File: src/rtl/uart_sched_pkg.sv
// Shared types, constants and frame-building helpers for the UART frame scheduler.
package uart_sched_pkg;

    typedef enum logic {StIdle, StWait} state_e;

    localparam int unsigned FRAME_LEN = 5;

    typedef logic [2:0] byte_idx_t;

    localparam logic [7:0] DEFAULT_HEADER = 8'hA5;

    function automatic logic [7:0] frame_checksum(input logic [7:0] ch, input logic [7:0] hi,
                                                  input logic [7:0] lo);
        return ch ^ hi ^ lo;
    endfunction

    function automatic logic [7:0] frame_byte(input byte_idx_t idx, input logic [7:0] header,
                                              input logic [7:0] ch, input logic [7:0] hi,
                                              input logic [7:0] lo);
        logic [7:0] b;
        case (idx)
            3'd0:    b = header;
            3'd1:    b = ch;
            3'd2:    b = hi;
            3'd3:    b = lo;
            default: b = frame_checksum(ch, hi, lo);
        endcase
        return b;
    endfunction

endpackage

File: src/rtl/uart_frame_scheduler_if.sv
// Channel request/sample bus plus UART byte handshake seen by the frame scheduler.
interface uart_frame_scheduler_if #(
    parameter int unsigned NCH      = 4,
    parameter int unsigned SAMPLE_W = 12
);
    logic [NCH-1:0]          req;
    logic [NCH*SAMPLE_W-1:0] sample;
    logic [NCH-1:0]          ack;
    logic [7:0]              Data;
    logic                    send_en;
    logic                    tx_done;
    logic                    busy;
    logic                    err;

    modport master (
        input  req, sample, tx_done,
        output ack, Data, send_en, busy, err
    );

    modport slave (
        output req, sample, tx_done,
        input  ack, Data, send_en, busy, err
    );
endinterface

File: src/rtl/rr_arbiter.sv
// Combinational round-robin arbiter: first set request strictly after `last`, wrapping.
module rr_arbiter #(
    parameter int unsigned NCH = 4
) (
    input  logic [NCH-1:0]         req,
    input  logic [$clog2(NCH)-1:0] last,
    output logic [NCH-1:0]         grant,
    output logic [$clog2(NCH)-1:0] idx,
    output logic                   any
);
    localparam int unsigned IW = $clog2(NCH);

    logic [IW-1:0] cand;

    always_comb begin
        any  = 1'b0;
        idx  = '0;
        cand = '0;
        for (int unsigned k = 1; k <= NCH; k++) begin
            cand = IW'((32'(last) + k) % NCH);
            if (!any && req[cand]) begin
                any = 1'b1;
                idx = cand;
            end
        end
        grant = any ? (NCH'(1) << idx) : '0;
    end

endmodule

File: src/rtl/uart_frame_scheduler.sv
// Arbitrates NCH sample channels onto one UART and sends each sample as a 5-byte frame
// (header, channel, sample high, sample low, xor checksum) with a per-byte timeout.
module uart_frame_scheduler
    import uart_sched_pkg::*;
#(
    parameter int unsigned NCH      = 4,
    parameter int unsigned SAMPLE_W = 12,
    parameter logic [7:0]  HEADER   = DEFAULT_HEADER,
    parameter int unsigned TIMEOUT  = 65536
) (
    input logic                    Clk,
    input logic                    Reset_n,
    uart_frame_scheduler_if.master bus
);
    localparam int unsigned IW = $clog2(NCH);
    localparam int unsigned CW = $clog2(TIMEOUT);
    localparam logic [CW-1:0] CNT_MAX  = CW'(TIMEOUT - 1);
    localparam byte_idx_t     LAST_IDX = byte_idx_t'(FRAME_LEN - 1);

    state_e                state_q, state_d;
    logic [IW-1:0]         last_q, last_d;
    byte_idx_t             idx_q, idx_d;
    logic [CW-1:0]         cnt_q, cnt_d;
    logic [IW-1:0]         ch_q, ch_d;
    logic [SAMPLE_W-1:0]   sample_q, sample_d;
    logic [NCH-1:0]        ack_q, ack_d;
    logic [7:0]            data_q, data_d;
    logic                  send_en_q, send_en_d;
    logic                  busy_q, busy_d;
    logic                  err_q, err_d;

    logic [NCH-1:0]        grant;
    logic [IW-1:0]         grant_idx;
    logic                  grant_any;

    logic [15:0]           sample_ext;
    logic [7:0]            ch_byte;

    rr_arbiter #(
        .NCH (NCH)
    ) u_arb (
        .req   (bus.req),
        .last  (last_q),
        .grant (grant),
        .idx   (grant_idx),
        .any   (grant_any)
    );

    // Short samples zero-extend so the high byte naturally pads with zeros.
    assign sample_ext = 16'(sample_q);
    assign ch_byte    = 8'(ch_q);

    always_ff @(posedge Clk or negedge Reset_n) begin
        if (!Reset_n) begin
            state_q <= StIdle;
        end else begin
            state_q <= state_d;
        end
    end

    always_comb begin
        state_d = state_q;
        unique case (state_q)
            StIdle: if (grant_any) state_d = StWait;
            StWait: begin
                if (bus.tx_done) begin
                    if (idx_q == LAST_IDX) state_d = StIdle;
                end else if (cnt_q == CNT_MAX) begin
                    state_d = StIdle;
                end
            end
            default: state_d = StIdle;
        endcase
    end

    always_comb begin
        last_d    = last_q;
        idx_d     = idx_q;
        cnt_d     = cnt_q;
        ch_d      = ch_q;
        sample_d  = sample_q;
        ack_d     = '0;
        data_d    = data_q;
        send_en_d = 1'b0;
        busy_d    = busy_q;
        err_d     = err_q;
        unique case (state_q)
            StIdle: begin
                if (grant_any) begin
                    ch_d      = grant_idx;
                    sample_d  = bus.sample[grant_idx*SAMPLE_W +: SAMPLE_W];
                    ack_d     = grant;
                    send_en_d = 1'b1;
                    data_d    = HEADER;
                    busy_d    = 1'b1;
                    idx_d     = '0;
                    cnt_d     = '0;
                end
            end
            StWait: begin
                // A completing byte wins over a simultaneous timeout.
                if (bus.tx_done) begin
                    if (idx_q == LAST_IDX) begin
                        last_d = ch_q;
                        busy_d = 1'b0;
                    end else begin
                        idx_d     = idx_q + 3'd1;
                        send_en_d = 1'b1;
                        data_d    = frame_byte(idx_q + 3'd1, HEADER, ch_byte,
                                               sample_ext[15:8], sample_ext[7:0]);
                        cnt_d     = '0;
                    end
                end else if (cnt_q == CNT_MAX) begin
                    err_d  = 1'b1;
                    last_d = ch_q;
                    busy_d = 1'b0;
                end else begin
                    cnt_d = cnt_q + 1'b1;
                end
            end
            default: ;
        endcase
    end

    always_ff @(posedge Clk or negedge Reset_n) begin
        if (!Reset_n) begin
            last_q    <= IW'(NCH - 1);
            idx_q     <= '0;
            cnt_q     <= '0;
            ch_q      <= '0;
            sample_q  <= '0;
            ack_q     <= '0;
            data_q    <= '0;
            send_en_q <= 1'b0;
            busy_q    <= 1'b0;
            err_q     <= 1'b0;
        end else begin
            last_q    <= last_d;
            idx_q     <= idx_d;
            cnt_q     <= cnt_d;
            ch_q      <= ch_d;
            sample_q  <= sample_d;
            ack_q     <= ack_d;
            data_q    <= data_d;
            send_en_q <= send_en_d;
            busy_q    <= busy_d;
            err_q     <= err_d;
        end
    end

    assign bus.ack     = ack_q;
    assign bus.Data    = data_q;
    assign bus.send_en = send_en_q;
    assign bus.busy    = busy_q;
    assign bus.err     = err_q;

endmodule

File: src/flat_wrapper.sv
// flat-port wrapper written by rule: the top's interface ports become plain ports
module uart_frame_scheduler_flat import uart_sched_pkg::*;
#(
    parameter int unsigned NCH      = 4,
    parameter int unsigned SAMPLE_W = 12,
    parameter logic [7:0]  HEADER   = DEFAULT_HEADER,
    parameter int unsigned TIMEOUT  = 65536
)
  (Clk, Reset_n, bus_req, bus_sample, bus_tx_done, bus_ack, bus_Data, bus_send_en, bus_busy, bus_err);
  uart_frame_scheduler_if #(.NCH(NCH), .SAMPLE_W(SAMPLE_W)) bus_i ();
  input logic Clk;
  input logic Reset_n;
  input wire logic [$bits(bus_i.req)-1:0] bus_req;
  input wire logic [$bits(bus_i.sample)-1:0] bus_sample;
  input wire logic [$bits(bus_i.tx_done)-1:0] bus_tx_done;
  output wire logic [$bits(bus_i.ack)-1:0] bus_ack;
  output wire logic [$bits(bus_i.Data)-1:0] bus_Data;
  output wire logic [$bits(bus_i.send_en)-1:0] bus_send_en;
  output wire logic [$bits(bus_i.busy)-1:0] bus_busy;
  output wire logic [$bits(bus_i.err)-1:0] bus_err;
  assign bus_i.req = bus_req;
  assign bus_i.sample = bus_sample;
  assign bus_i.tx_done = bus_tx_done;
  assign bus_ack = bus_i.ack;
  assign bus_Data = bus_i.Data;
  assign bus_send_en = bus_i.send_en;
  assign bus_busy = bus_i.busy;
  assign bus_err = bus_i.err;
  uart_frame_scheduler #(.NCH(NCH), .SAMPLE_W(SAMPLE_W), .HEADER(HEADER), .TIMEOUT(TIMEOUT)) u_core (.Clk(Clk), .Reset_n(Reset_n), .bus(bus_i));
endmodule
File: config.mk
export PLATFORM = sky130hd
export DESIGN_NAME = uart_frame_scheduler_flat
export DESIGN_NICKNAME = d
export VERILOG_FILES = /design/src/rtl/uart_sched_pkg.sv /design/src/rtl/uart_frame_scheduler_if.sv /design/src/rtl/rr_arbiter.sv /design/src/rtl/uart_frame_scheduler.sv /design/src/flat_wrapper.sv
export SDC_FILE = /design/constraint.sdc
export NUM_CORES = 1
export LEC_CHECK = 0
export BUFFER_PORTS_ARGS = -buffer_cell sky130_fd_sc_hd__buf_4
export CAP_MARGIN = 40
export CORE_UTILIZATION = 58
export CTS_CLUSTER_DIAMETER = 100
export CTS_CLUSTER_SIZE = 25
export DETAILED_ROUTE_END_ITERATION = 10
export GPL_TIMING_DRIVEN = 0
export PLACE_DENSITY_LB_ADDON = 0.2
export SETUP_SLACK_MARGIN = 0.4
export SYNTH_ARGS = -nofsm -noshare
export SYNTH_HDL_FRONTEND = slang
export SYNTH_SLANG_ARGS = --single-unit
File: constraint.sdc
create_clock -name Clk -period 3.29 [get_ports Clk]
set_input_delay 0.658 -clock Clk [delete_from_list [all_inputs] [get_ports Clk]]
set_output_delay 0.658 -clock Clk [all_outputs]
set_load 0.02 [all_outputs]
==> tab_implementation.tex <==
\begin{tabular}{lr}
\hline
Metric & Value \\
\hline
\multicolumn{2}{l}{\textbf{Clocking}} \\
CTS H-Tree Depth & 2 \\
Clock network latency to the later pin of the worst-skew pair & 310 ps \\
CTS buffer count & 5 \\
Hold-fix buffers, CTS & 0 \\
Setup repair bufs after CTS & 0 \\
Maximum buffer depth of the clock tree & 2 \\
Clock tree from TritonCTS & yes \\
Resized cells post-CTS & 0 \\
Number of clock sinks & 51 \\
Reg clk slew, reported paths & 90 ps \\
Clock tree root driver cell & sky130\_fd\_sc\_hd\_\_clkbuf\_8 \\
\multicolumn{2}{l}{\textbf{Synthesis}} \\
Dominant cell type by area after synthesis & sky130\_fd\_sc\_hd\_\_dfrtp\_1 \\
Post-synth EDFFs & 0 \\
Cells taking the most area after synthesis & sky130\_fd\_sc\_hd\_\_dfrtp\_1, sky130\_fd\_sc\_hd\_\_mux2i\_1, sky130\_fd\_sc\_hd\_\_nor2\_1 \\
Primary FF master, synth & sky130\_fd\_sc\_hd\_\_dfrtp\_1 \\
Mean Syn Cell Area & 9.78 sq um \\
Number of unique standard cell types used by synthesis & 55 \\
Net count after synthesis & 358 \\
FF+latch count, synth & 51 \\
Netlist area before placement & 2910 sq um \\
Sequential share of the synthesized area & 44.0\% \\
Share of the synthesized area in the top cell type & 42.2\% \\
Ys async rst share & 100\% \\
Post-Syn Instances & 297 \\
Warning count from the yosys run & 0 \\
\multicolumn{2}{l}{\textbf{Setup path}} \\
Crit path top cell by count & sky130\_fd\_sc\_hd\_\_nor2\_1 \\
Worst reg-to-reg path cell count & 7 \\
Worst path top cell family by delay & simple AND/OR/NAND/NOR gates \\
Stages on worst setup path & 8 \\
Maximum net fanout on the critical path & 10 \\
Critical path cell sequence & buf\_4 > nor4\_2 > nor2\_1 > nor2\_1 > inv\_2 > clkbuf\_1 > nor2\_1 > a21oi\_1 \\
Largest stage delay on the critical path & 600 ps \\
Critical path class & in2reg \\
Kind of end point of the critical path & flip-flop \\
Sort of element at the start of the critical path & primary input \\
Cell type of the slowest stage on the worst timing path & sky130\_fd\_sc\_hd\_\_nor4\_2 \\
Buffer and inverter count on the worst path & 3 \\
Data arrival time of the critical path & 2670 ps \\
Required time of the critical path & 3470 ps \\
\multicolumn{2}{l}{\textbf{Flow run}} \\
Number of max-cap violations & 0 \\
\multicolumn{2}{l}{\textbf{Cells and area}} \\
Layout cells sized above 1 & 25.9\% \\
Final Net Count & 434 \\
Top library cells by usage in the layout, fill and taps aside & sky130\_fd\_sc\_hd\_\_buf\_4, sky130\_fd\_sc\_hd\_\_dfrtp\_1, sky130\_fd\_sc\_hd\_\_nor2\_1 \\
Antenna Diode Count & 0 \\
Area growth syn-to-layout & 24.8\% \\
Core occupancy in the finished layout & 75.7\% \\
Commonest non-fill, non-tap cell in the layout & sky130\_fd\_sc\_hd\_\_buf\_4 \\
\multicolumn{2}{l}{\textbf{Route}} \\
Number of DRC violations after detailed routing & 0 \\
Via Count & 2566 \\
Wire length per cell after detailed routing & 15.3 um \\
Antenna violation net count after detailed routing & 0 \\
Routed via count divided by cell count & 5.82 \\
Total wirelength of the detailed-routed design & 6.75 mm \\
Violation count after the first detailed-route iteration & 221 \\
Pre-Repair DR Iteration Count & 4 \\
\multicolumn{2}{l}{\textbf{Floorplanning}} \\
I/O Pins & 70 \\
Die outline area & 5300 sq um \\
Effective utilization at floorplan & 60.7\% \\
Floorplan Core Area & 4790 sq um \\
DIE WIDTH & 72.8 um \\
Die H & 72.8 um \\
Number of cell rows & 25 \\
\multicolumn{2}{l}{\textbf{STA}} \\
Final Cycle Share & 75.8\% \\
Crit path time final & 2490 ps \\
Count of final max-slew check failures & 0 \\
Worst hold-check slack & 366 ps \\
Final-layout setup total negative slack & 0 ps \\
Worst Max-Slew Pin Slew & 747 ps \\
Setup violations, final & 0 \\
Maximum clock rate & 0.401 GHz \\
Hold violation count in the final report & 0 \\
Relative slew slack & 50.0\% \\
Worst clock skew on the final layout & 5.38 ps \\
Unrepaired setup endpoints after global routing & false \\
\multicolumn{2}{l}{\textbf{Placed design}} \\
Count of buffers inserted at the top-level ports & 69 \\
Routability congestion estimate from global placement & 0.897 \\
Post-detailed-placement half-perimeter wirelength & 5.07 mm \\
\multicolumn{2}{l}{\textbf{Global routing}} \\
All-Layer GR Usage & 28.0\% \\
Remaining global-route overflow & 0 \\
Largest net degree at the start of global routing & 52 \\
Via count of the first global-routing pass & 2475 \\
Antenna violations before repair & 0 \\
First-pass GRT wire length & 11.4 mm \\
\multicolumn{2}{l}{\textbf{Power}} \\
Post-layout total power & 0.00261 W \\
PD cells & 721 nW/um\^{}2 \\
Maximum resistive drop on vdd & 0.384 mV \\
Standby leakage power & 1.66 nW \\
\multicolumn{2}{l}{\textbf{Worst hold path}} \\
Worst Hold Class & in2async \\
\multicolumn{2}{l}{\textbf{Run status}} \\
Result of the run & finished clean \\
\hline
\end{tabular}
-- path summary, 6_finish.rpt --
kind	startpoint	endpoint	slack, ps
worst max register to register	u_core.idx_q[0]	u_core.cnt_q[6]	810
worst min register to register	u_core.bus.Data[3]	u_core.bus.Data[3]	500
worst max-delay path	bus_req[2]	u_core.bus.Data[7]	800
worst min-delay path	Reset_n	u_core.idx_q[0]	370
max in group asynchronous	Reset_n	u_core.cnt_q[0]	2510
min in group Clk	u_core.bus.Data[3]	u_core.bus.Data[3]	500
-- power by group --
| part | internal (W) | switching (W) |
|---|---|---|
| clock | 0.000246 | 0.000206 |
| sequential | 0.000821 | 0.000173 |
| combinational | 0.000540 | 0.000626 |
-- synthesized netlist by cell type, types with 2 or more instances --
library cell,n
sky130_fd_sc_hd__a2111oi_0,4
sky130_fd_sc_hd__a211oi_1,5
sky130_fd_sc_hd__a21boi_0,4
sky130_fd_sc_hd__a21oi_1,13
sky130_fd_sc_hd__a221oi_1,8
sky130_fd_sc_hd__a22o_1,2
sky130_fd_sc_hd__a22oi_1,2
sky130_fd_sc_hd__and2_1,6
sky130_fd_sc_hd__and3_1,5
sky130_fd_sc_hd__and4_1,4
sky130_fd_sc_hd__buf_2,3
sky130_fd_sc_hd__buf_6,2
sky130_fd_sc_hd__clkbuf_1,4
sky130_fd_sc_hd__dfrtp_1,49
sky130_fd_sc_hd__dfstp_2,2
sky130_fd_sc_hd__ha_1,6
sky130_fd_sc_hd__inv_1,9
sky130_fd_sc_hd__mux2_2,3
sky130_fd_sc_hd__mux2i_1,21
sky130_fd_sc_hd__nand2_1,23
sky130_fd_sc_hd__nand2b_1,2
sky130_fd_sc_hd__nand3_1,5
sky130_fd_sc_hd__nor2_1,34
sky130_fd_sc_hd__nor3_1,4
sky130_fd_sc_hd__nor3b_1,2
sky130_fd_sc_hd__nor4_1,2
sky130_fd_sc_hd__o2111ai_1,3
sky130_fd_sc_hd__o211ai_1,3
sky130_fd_sc_hd__o21ai_0,22
sky130_fd_sc_hd__o22ai_1,2
sky130_fd_sc_hd__or3_1,6
sky130_fd_sc_hd__xnor2_1,3
sky130_fd_sc_hd__xor2_1,12
-- metal layers --
metal	vias to the layer above	track usage (%)	part of all wire (%)
met2	90	45.2	46
met1	1216	37.2	46
met3	17	6.63	5.9
met4	0	9.59	2.0
li1	1243	-	-
met5	-	0	0
-- kinds of logic after synthesis --
kind of cell / share of synthesized area, %
and+or+nand+nor: 16.2
buffers and inverters: 3.92
DFF: 44.0
adders and majority gates: 2.58
AOI/OAI and AO/OA: 19.8
muxes: 8.91
xor gates and xnor gates: 4.52
-- state kept, by name, indices dropped and copies added (netlist names) --
| signal | flops |
|---|---|
| u_core.bus.send_en | 1 |
| u_core.sample_q | 12 |
| u_core.state_q | 1 |
| u_core.cnt_q | 16 |
| u_core.bus.ack | 4 |
| u_core.bus.Data | 8 |
| u_core.bus.err | 1 |
| u_core.bus.busy | 1 |
| u_core.last_q | 2 |
| u_core.idx_q | 3 |
| u_core.ch_q | 2 |
-- per-stage QoR --
step	cells	cell area, sq um	worst slack, ps
2_1_floorplan	297	2910	1220
3_3_place_gp	433	3510	522
3_5_place_dp	433	3510	480
4_1_cts	441	3620	817
5_1_grt	441	3620	522
6_report	441	3620	798
-- layout make-up --
type | count | area (sq um)
Inverter | 10 | 37.5
Tap cell | 67 | 83.8
Clock buffer | 6 | 82.6
Sequential cell | 51 | 1280
Multi-Input combinational cell | 225 | 1510
Buffer | 11 | 76.3
Clock inverter | 2 | 35.0
Timing Repair Buffer | 69 | 518
Fill cell | 355 | 1160
Note: power is estimated with default switching activity, not from simulation.
